### src/rtl/eth_rmii_tx.sv
// RMII transmit path: frames a valid/ready byte stream with preamble/SFD, zero padding,
// CRC-32 FCS and inter-frame gap, emitting one TXD dibit per 50 MHz clock.
module eth_rmii_tx #(
   parameter int MIN_FRAME      = 60,
   parameter int IFG_BYTES      = 12,
   parameter int PREAMBLE_BYTES = 7
) (
   input  logic       clk50,
   input  logic       reset,
   input  logic [7:0] data,
   input  logic       valid,
   input  logic       eop,
   output logic       ready,
   output logic [1:0] tx,
   output logic       txen,
   output logic       busy,
   output logic       done,
   output logic       underrun
);

   typedef enum logic [2:0] {
      S_IDLE, S_PREAMBLE, S_DATA, S_PAD, S_FCS, S_IFG
   } state_t;

   localparam logic [31:0] CRC_POLY = 32'hEDB88320;
   localparam logic [15:0] IFG_LAST = 16'(IFG_BYTES * 4 - 1);
   localparam logic [15:0] PRE_LAST = 16'(PREAMBLE_BYTES);
   localparam logic [15:0] MIN_LEN  = 16'(MIN_FRAME);

   state_t      r_state, w_state;
   logic [1:0]  r_k, w_k;
   logic [15:0] r_cnt, w_cnt;
   logic [7:0]  r_byte, w_byte;
   logic        r_last, w_last;
   logic [31:0] r_crc, w_crc, w_crc_upd;
   logic [1:0]  r_tx, w_tx, w_fcs_idx;
   logic        r_txen, w_txen;
   logic        r_ready, w_ready;
   logic        r_busy, w_busy;
   logic        r_done, w_done;
   logic        r_underrun, w_underrun;

   // Reflected CRC-32 advanced by one dibit, bit 0 first on the wire.
   function automatic logic [31:0] crc_dibit(input logic [31:0] c, input logic [1:0] d);
      logic [31:0] v;
      v = c;
      for (int i = 0; i < 2; i++)
         v = (v[0] ^ d[i]) ? ((v >> 1) ^ CRC_POLY) : (v >> 1);
      return v;
   endfunction

   assign w_crc_upd = crc_dibit(r_crc, r_byte[{r_k, 1'b0} +: 2]);
   assign w_fcs_idx = r_cnt[1:0] + 2'd1;

   // Registers describe what is on the wire this clock; the next-state logic
   // decides what the wire carries after the coming edge.
   always_comb begin
      w_state    = r_state;
      w_k        = r_k + 2'd1;
      w_cnt      = r_cnt;
      w_byte     = r_byte;
      w_last     = r_last;
      w_crc      = r_crc;
      w_txen     = r_txen;
      w_underrun = 1'b0;
      if (r_state == S_DATA || r_state == S_PAD)
         w_crc = w_crc_upd;

      case (r_state)
         S_IDLE: begin
            w_k = 2'd0;
            if (valid) begin
               w_state = S_PREAMBLE;
               w_cnt   = 16'd0;
               w_byte  = (PRE_LAST == 16'd0) ? 8'hD5 : 8'h55;
               w_crc   = 32'hFFFF_FFFF;
               w_txen  = 1'b1;
            end
         end
         S_PREAMBLE, S_DATA, S_PAD: begin
            if (r_k == 2'd3) begin
               if (r_ready) begin
                  if (valid) begin
                     w_state = S_DATA;
                     w_byte  = data;
                     w_last  = eop;
                     w_cnt   = (r_state == S_PREAMBLE) ? 16'd1 : r_cnt + 16'd1;
                  end else begin
                     w_state    = S_IFG;
                     w_k        = 2'd0;
                     w_cnt      = 16'd0;
                     w_txen     = 1'b0;
                     w_underrun = 1'b1;
                  end
               end else if (r_state == S_PREAMBLE) begin
                  w_cnt  = r_cnt + 16'd1;
                  w_byte = (r_cnt + 16'd1 == PRE_LAST) ? 8'hD5 : 8'h55;
               end else if (r_cnt < MIN_LEN) begin
                  w_state = S_PAD;
                  w_cnt   = r_cnt + 16'd1;
                  w_byte  = 8'h00;
               end else begin
                  w_state = S_FCS;
                  w_cnt   = 16'd0;
                  w_byte  = ~w_crc_upd[7:0];
               end
            end
         end
         S_FCS: begin
            if (r_k == 2'd3) begin
               if (r_cnt == 16'd3) begin
                  w_state = S_IFG;
                  w_k     = 2'd0;
                  w_cnt   = 16'd0;
                  w_txen  = 1'b0;
               end else begin
                  w_cnt  = r_cnt + 16'd1;
                  w_byte = ~r_crc[{w_fcs_idx, 3'b000} +: 8];
               end
            end
         end
         S_IFG: begin
            w_k = 2'd0;
            if (r_cnt == IFG_LAST)
               w_state = S_IDLE;
            else
               w_cnt = r_cnt + 16'd1;
         end
         default: begin
            w_state = S_IDLE;
            w_k     = 2'd0;
            w_txen  = 1'b0;
         end
      endcase

      w_tx    = w_txen ? w_byte[{w_k, 1'b0} +: 2] : 2'b00;
      w_ready = (w_k == 2'd3) &&
                ((w_state == S_PREAMBLE && w_cnt == PRE_LAST) ||
                 (w_state == S_DATA && !w_last));
      w_done  = (w_state == S_FCS) && (w_cnt == 16'd3) && (w_k == 2'd3);
      // A pending frame keeps busy up through the IDLE sample clock.
      w_busy  = (w_state != S_IDLE) || valid;
   end

   always_ff @(posedge clk50) begin
      if (reset) begin
         r_state    <= S_IDLE;
         r_k        <= 2'd0;
         r_cnt      <= 16'd0;
         r_last     <= 1'b0;
         r_crc      <= 32'hFFFF_FFFF;
         r_tx       <= 2'b00;
         r_txen     <= 1'b0;
         r_ready    <= 1'b0;
         r_busy     <= 1'b0;
         r_done     <= 1'b0;
         r_underrun <= 1'b0;
      end else begin
         r_state    <= w_state;
         r_k        <= w_k;
         r_cnt      <= w_cnt;
         r_last     <= w_last;
         r_crc      <= w_crc;
         r_tx       <= w_tx;
         r_txen     <= w_txen;
         r_ready    <= w_ready;
         r_busy     <= w_busy;
         r_done     <= w_done;
         r_underrun <= w_underrun;
      end
   end

   always_ff @(posedge clk50)
      r_byte <= w_byte;

   assign tx       = r_tx;
   assign txen     = r_txen;
   assign ready    = r_ready;
   assign busy     = r_busy;
   assign done     = r_done;
   assign underrun = r_underrun;

endmodule

### config.mk
export PLATFORM = sky130hd
export DESIGN_NAME = eth_rmii_tx
export DESIGN_NICKNAME = d
export VERILOG_FILES = /design/src/rtl/eth_rmii_tx.sv
export SDC_FILE = /design/constraint.sdc
export NUM_CORES = 1
export LEC_CHECK = 0
export BUFFER_PORTS_ARGS = -buffer_cell sky130_fd_sc_hd__buf_2
export CAP_MARGIN = 25
export CORE_UTILIZATION = 42
export CTS_CLUSTER_DIAMETER = 120
export DETAILED_ROUTE_END_ITERATION = 10
export PLACE_DENSITY = 0.65
export SLEW_MARGIN = 5
export SYNTH_ARGS = -nofsm -noshare
export SYNTH_HDL_FRONTEND = slang
export SYNTH_SLANG_ARGS = --single-unit
### constraint.sdc
create_clock -name clk50 -period 2.5 [get_ports clk50]
set_clock_uncertainty 0.1 [all_clocks]
set_input_delay 0.125 -clock clk50 [delete_from_list [all_inputs] [get_ports clk50]]
set_output_delay 0.125 -clock clk50 [all_outputs]
set_load 0.03 [all_outputs]
# Yosys cells after proc, flatten, opt, wreduce, memory -nomap -nowiden
# Index checks and enable logic that the tools add are counted.
# Widths: inputs -> output; s select.
classes:
  add_sub_neg: 3
  n_lt_le_gt_ge: 1
  n_eq_ne: 15
  n_shift: 3
  mux: 54
  n_bitwise: 10
  reduce_logical: 14
op_table:
  columns: ["operator", "count"]
  rows:
  - ["$mux 16", 10]
  - ["$mux 32", 5]
  - ["$mux 8", 9]
  - ["$pmux 16 s4", 1]
  - ["$eq 16x2->1 const B", 2]
  - ["$eq 16x3->1 const B", 2]
  - ["$shiftx 32x6->8", 1]
  - ["$not 13->14", 2]
  - ["$mux 3", 9]
  - ["$pmux 8 s3", 1]
  - ["$add 16x1->16 const B", 1]
  - ["$eq 16x6->1 const B", 1]
  - ["$lt 16x6->1 const B", 1]
  - ["$not 8->8", 2]
  - ["$shiftx 8x4->2", 2]
  - ["$pmux 3 s4", 1]
  - ["$mux 1", 11]
  - ["$mux 2", 5]
  - ["$eq 3x2->1 const B", 3]
  - ["$eq 3x3->1 const B", 3]
  - ["$eq 3x1->1 const B", 2]
  - ["$logic_and 1x1->1", 5]
  - ["$add 2x1->2 const B", 2]
  - ["$eq 2x2->1 const B", 2]
  - ["other kinds (11)", 17]
word_totals:
  regBits: 69
  in_bits: 12
  out_inout_bits: 7
  elab_cells: 112

# Longest topological paths before layout
depth:
  depth_word: 12
  depth_mapped: 10
  ltp_nobuf: 8

# Worst setup path before layout
# No wires, ideal clock.
synth_timing:
  path_type: "reg2reg"
  startpoint: "reg r_cnt[0]"
  endpoint: "reg r_tx[0] (netlist: tx[0])"
  setup_ns: 0.116
  t_arrival_ns: 2.342
  t_required_ns: 2.284
  setup_slack_ns: -0.057
  stages_incl_launch_ff: 10
  n_path_buf: 2
  period_less_slack_ns: 2.557
  path_cell_list: "dfxtp_1 buf_2 inv_1 ha_1 clkbuf_1 mux4_2 nand3_1 a211o_1 or2_2 and3_1"
synth_between:
  elab_chain_cells: 7
  word_cells_on_any_way: 21
  classes_between: "add/sub: 1; order compare: 1; eq/ne: 1; shift: 2; mux: 13; bitwise: 2; reduce/logical: 1"
synth_lines:
  columns: ["item", "line", "source"]
  rows:
  - ["start: declaration", "32", "logic [15:0] r_cnt, w_cnt;"]
  - ["start signal: assignment", "161", "r_cnt <= w_cnt;"]
  - ["$add 2x1->2 / $lt 16x6->1 (equally long branches)", "53, 98", null]
  - ["$shiftx 32x6->8 / $mux 8 (equally long branches)", "118, 98", null]
  - ["$not 8->8 / $mux 8 (equally long branches)", "118, 95", null]
  - ["$mux 8, on equally long branches", "111, 82", null]
  - ["$mux 8, on equally long branches", "110, 81", null]
  - ["$pmux 8 s3 (*)", "69", "case (r_state)"]
  - ["net w_byte[4]", "33", "logic [7:0] r_byte, w_byte;"]
  - ["$shiftx 8x4->2 (*)", "136", "w_tx = w_txen ? w_byte[{w_k, 1'b0} +: 2] : 2'b00;"]
  - ["end signal: assignment", "164", "r_tx <= w_tx;"]
  - ["end: declaration", "36", "logic [1:0] r_tx, w_tx, w_fcs_idx;"]
# Mark *: on every way through the listed nets, which the timed path passes. The rest lies on a longest branch.
# A chain may end at the register's enable or synchronous reset.

# Final worst setup path
layout_timing:
  startpoint: "reg r_cnt[12]"
  endpoint: "reg r_ready (netlist: ready)"
layout_between:
  elab_chain_cells: 10
  word_cells_on_any_way: 34
  classes_between: "add/sub: 1; order compare: 1; eq/ne: 6; mux: 22; reduce/logical: 4"
layout_lines:
  columns: ["item", "line", "source"]
  rows:
  - ["$add 16x1->16 / $lt 16x6->1 (equally long branches)", null, null]
  - ["$mux 16 (tied with other cells)", "98", "end else if (r_cnt < MIN_LEN) begin"]
  - ["$mux 16 (tied with other cells)", "95", "end else if (r_state == S_PREAMBLE) begin"]
  - ["$mux 16 / $mux 3 (equally long branches)", "82", "if (r_ready) begin"]
  - ["$mux 16 / $mux 3 (equally long branches)", "81", "if (r_k == 2'd3) begin"]
  - ["$pmux 16 s4 / $pmux 3 s4 (equally long branches)", "69", null]
  - ["$eq 16x3->1 (tied with other cells)", "138", "((w_state == S_PREAMBLE && w_cnt == PRE_LAST) ||"]
  - ["$logic_and 1x1->1, on equally long branches", "138, 139", null]
  - ["$logic_or 1x1->1", "138", null]
  - ["$logic_and 1x1->1 (*)", "137", "w_ready = (w_k == 2'd3) &&"]
  - ["end signal: assignment", "166", "r_ready <= w_ready;"]
  - ["end: declaration", "38", "logic r_ready, w_ready;"]
# Mark *: on every way between the ends. The rest lies on a longest branch, timed or not.

==> results.py <==
metrics = {
    "die": {
        "top_level_ports": 19,
        "die-area_um2": 10600,
        "start_util_pct": 43.6,
        "die_h_um": 103,
        "floorplan.rows": 36,
        "die_x_um": 103,
        "core-area_um2": 9820,
    },
    "setup_path": {
        "cp_max_fo": 6,
        "cp_data_arrival_time_ps": 2610,
        "max_stage_delay_ps": 350,
        "cp_slowest_cell": "dfxtp_1",
        "crit_family": "simple AND/OR/NAND/NOR gates",
        "end_kind": "flop",
        "crit_path_frequent_cell": "buf_4",
        "crit_type": "flop to flop",
        "critPathRequiredTime_ps": 2680,
        "critPathBufInv": 2,
        "cp-start-kind": "flop",
        "worstPathCellList": "nor4_4, buf_4, buf_4, nand4_1, nor2_2, or2_2, a32o_1, o2111ai_2, o41ai_2",
    },
    "clock_tree": {
        "clockRootBuffer": "clkbuf_8",
        "clk_latency_ps": 380,
        "cts-buffers-inserted": 9,
        "cts.clk_slew.worst_paths_ps": 80,
        "cts_max_level": 3,
        "cts_tree": "yes",
        "clock-sinks": 69,
        "clk_path_buf_depth": 2,
    },
    "drt": {
        "first_pass_iters": 4,
        "wl_per_cell_um": 18.2,
        "via_count": 4356,
        "drcViolationCount": 0,
        "via_per_inst": 5.90,
        "drt_wl_total_um": 13400,
        "drt_iter0_drc": 240,
        "drtAntennaViolNets": 0,
    },
    "power": {
        "p_per_area_nw_per_um2": 462,
        "cellLeakagePower_nw": 2.28,
        "p_total_mw": 2.52,
        "vdd_drop_max_mv": 0.234,
    },
    "synth": {
        "syn_inst": 515,
        "ys_warn_count": 0,
        "async_reset_ff_share_pct": 0,
        "syn_area_um2": 4280,
        "ys_top_cells_by_area": "dfxtp_1 (32%), nand2_1 (6.9%), mux4_2 (5.3%)",
        "syn-num-nets": 530,
        "synth.distinct_cells": 77,
        "synth_enable_flop_cells": 0,
        "synth_top_cell_by_area": "dfxtp_1",
        "avgSynthCellArea_um2": 8.31,
        "synth_seq_cells": 69,
        "synth-seq-area-share_pct": 32.3,
        "synth_top_cell_area_share_pct": 32.3,
        "synth-main-ff-cell": "dfxtp_1",
        "synth.most_common_cell": "nand2_1",
        "synth_common_cells": "nand2_1 (79), dfxtp_1 (69), nor2_1 (39)",
    },
    "global_route": {
        "antenna_found_initial": 0,
        "grt_pass1_wl_um": 20900,
        "grt_pass1_vias": 4130,
        "track_usage_pct": 26.4,
        "grtUsageMet3_pct": 5.69,
        "use_met1_pct": 32.6,
        "grt-busiest-layer": "met2",
        "grt_max_degree": 53,
        "grt.overflow.total": 0,
        "use_met2_pct": 43.1,
    },
    "timing": {
        "hold-worst-slack_ps": 122,
        "rsz0062_at_grt": "true",
        "hold_violations": 0,
        "relSlewSlack_pct": 62.5,
        "setup_violations": 0,
        "setup_tns_ps": 0,
        "slew_violations": 0,
        "finalCritPeriodShare_pct": 97.2,
        "fmax_mhz": 411,
        "min_period_ps": 2430,
        "worstMarginPinSlew_ps": 563,
    },
    "placed_design": {
        "gp_congestion": 0.960,
        "dp_hpwl_um": 9760,
        "dp.cells": 717,
        "numPortBuffers": 18,
    },
    "run": {
        "maxCapViolations": 0,
    },
    "layout": {
        "syn_to_final_growth_pct": 27.7,
        "layout.nets": 615,
        "final_cells": 738,
        "post_route_cells_drive_above_1_share_pct": 30.9,
        "num_antenna_cells": 0,
    },
    "hold_path": {
        "hp-class": "primary input to flop",
    },
    "outcome": {
        "status": "complete, no violations",
    },
}
## state kept, by name (all words and copies together) (netlist names)
signal / flops
busy: 1
done: 1
r_byte: 8
r_cnt: 16
r_crc: 32
r_k: 2
r_last: 1
r_state: 3
ready: 1
tx: 2
txen: 1
underrun: 1
## per-stage QoR
step,util (%),setup WS (ps),instance area (um^2)
2_1_floorplan,-,64.4,4280
3_3_place_gp,51.4,18.6,5050
3_5_place_dp,51.4,-54.6,5050
4_1_cts,54.2,9.09,5320
5_1_grt,55.6,-28.1,5460
6_report,55.6,69.2,5460
## final timing paths
kind | from | to | slack, ps | depth (start not counted)
worst max-delay path | r_cnt[12] | ready | 70 | 9
worst min-delay path | reset | r_k[0] | 120 | 2
worst max register to register | r_cnt[12] | ready | 70 | 9
worst min register to register | r_crc[13] | r_crc[13] | 390 | 2
## cell usage in the layout, fill, tap and decap left out, types with 3 or more instances in the layout
master and count:
inv_1 10, or2_2 3, mux4_2 10, buf_4 91, o22ai_1 5, xor2_2 3
nor4_1 4, nor2_1 36, nor2b_1 5, and3_2 3, xor2_1 13, dfxtp_1 66
buf_2 18, nand4_1 9, a22oi_1 3, a211oi_1 5, o31ai_1 4, nor3_1 6
nor2_2 5, mux2i_1 7, inv_6 3, nand3_1 24, a211o_1 3, nand2_1 78
a21oi_1 35, clkbuf_8 9, o211ai_1 23, o21ai_0 17, xnor2_1 8, a31oi_1 7
nand2b_1 5, and3_1 6
## kinds of logic (layout without fill, tap and decap cells)
family / after synthesis / after routing / share of synthesized area [%]
adder cells (fa/ha/maj): 3 / 3 / 0.877
flip-flops: 69 / 69 / 32.3
AND/OR/NAND/NOR: 212 / 212 / 25.2
buffers and inverters: 48 / 138 / 4.85
XOR/XNOR: 27 / 27 / 6.90
AO/OA/AOI/OAI: 138 / 138 / 22.7
multiplexers: 18 / 18 / 7.16
## layout make-up
class	instances	area [um^2]
fillers	923	4360
multi-input cells	398	2830
flip-flops and latches	69	1390
repair buffers	112	813
well taps	133	166
clock buffers	9	124
clock inverters	7	104
inverters	10	37.5
## timing repair
| item | in CTS | in global routing |
|---|---|---|
| endpoints found under the setup margin | 5 | 9 |
| pin swaps | 1 | 5 |
| hold buffers | 2 | 0 |
| buffers inserted | 1 | 2 |
| endpoints found under the hold margin | 2 | 0 |
| resized for setup | 5 | 28 |
## per-layer routing
metal	vias to the layer above	part of all wire (%)
met2	162	47
met1	2079	43
li1	2072	-
met5	-	0
met3	43	5.6
met4	0	4.1
## power by group
group          switching (mW)  total [mW]  internal [mW]
combinational           0.180       0.316          0.137
clock                   0.506        1.08          0.575
sequential             0.0133        1.13           1.11
total                   0.699        2.52           1.83
Note: power is estimated with default switching activity, not from simulation.
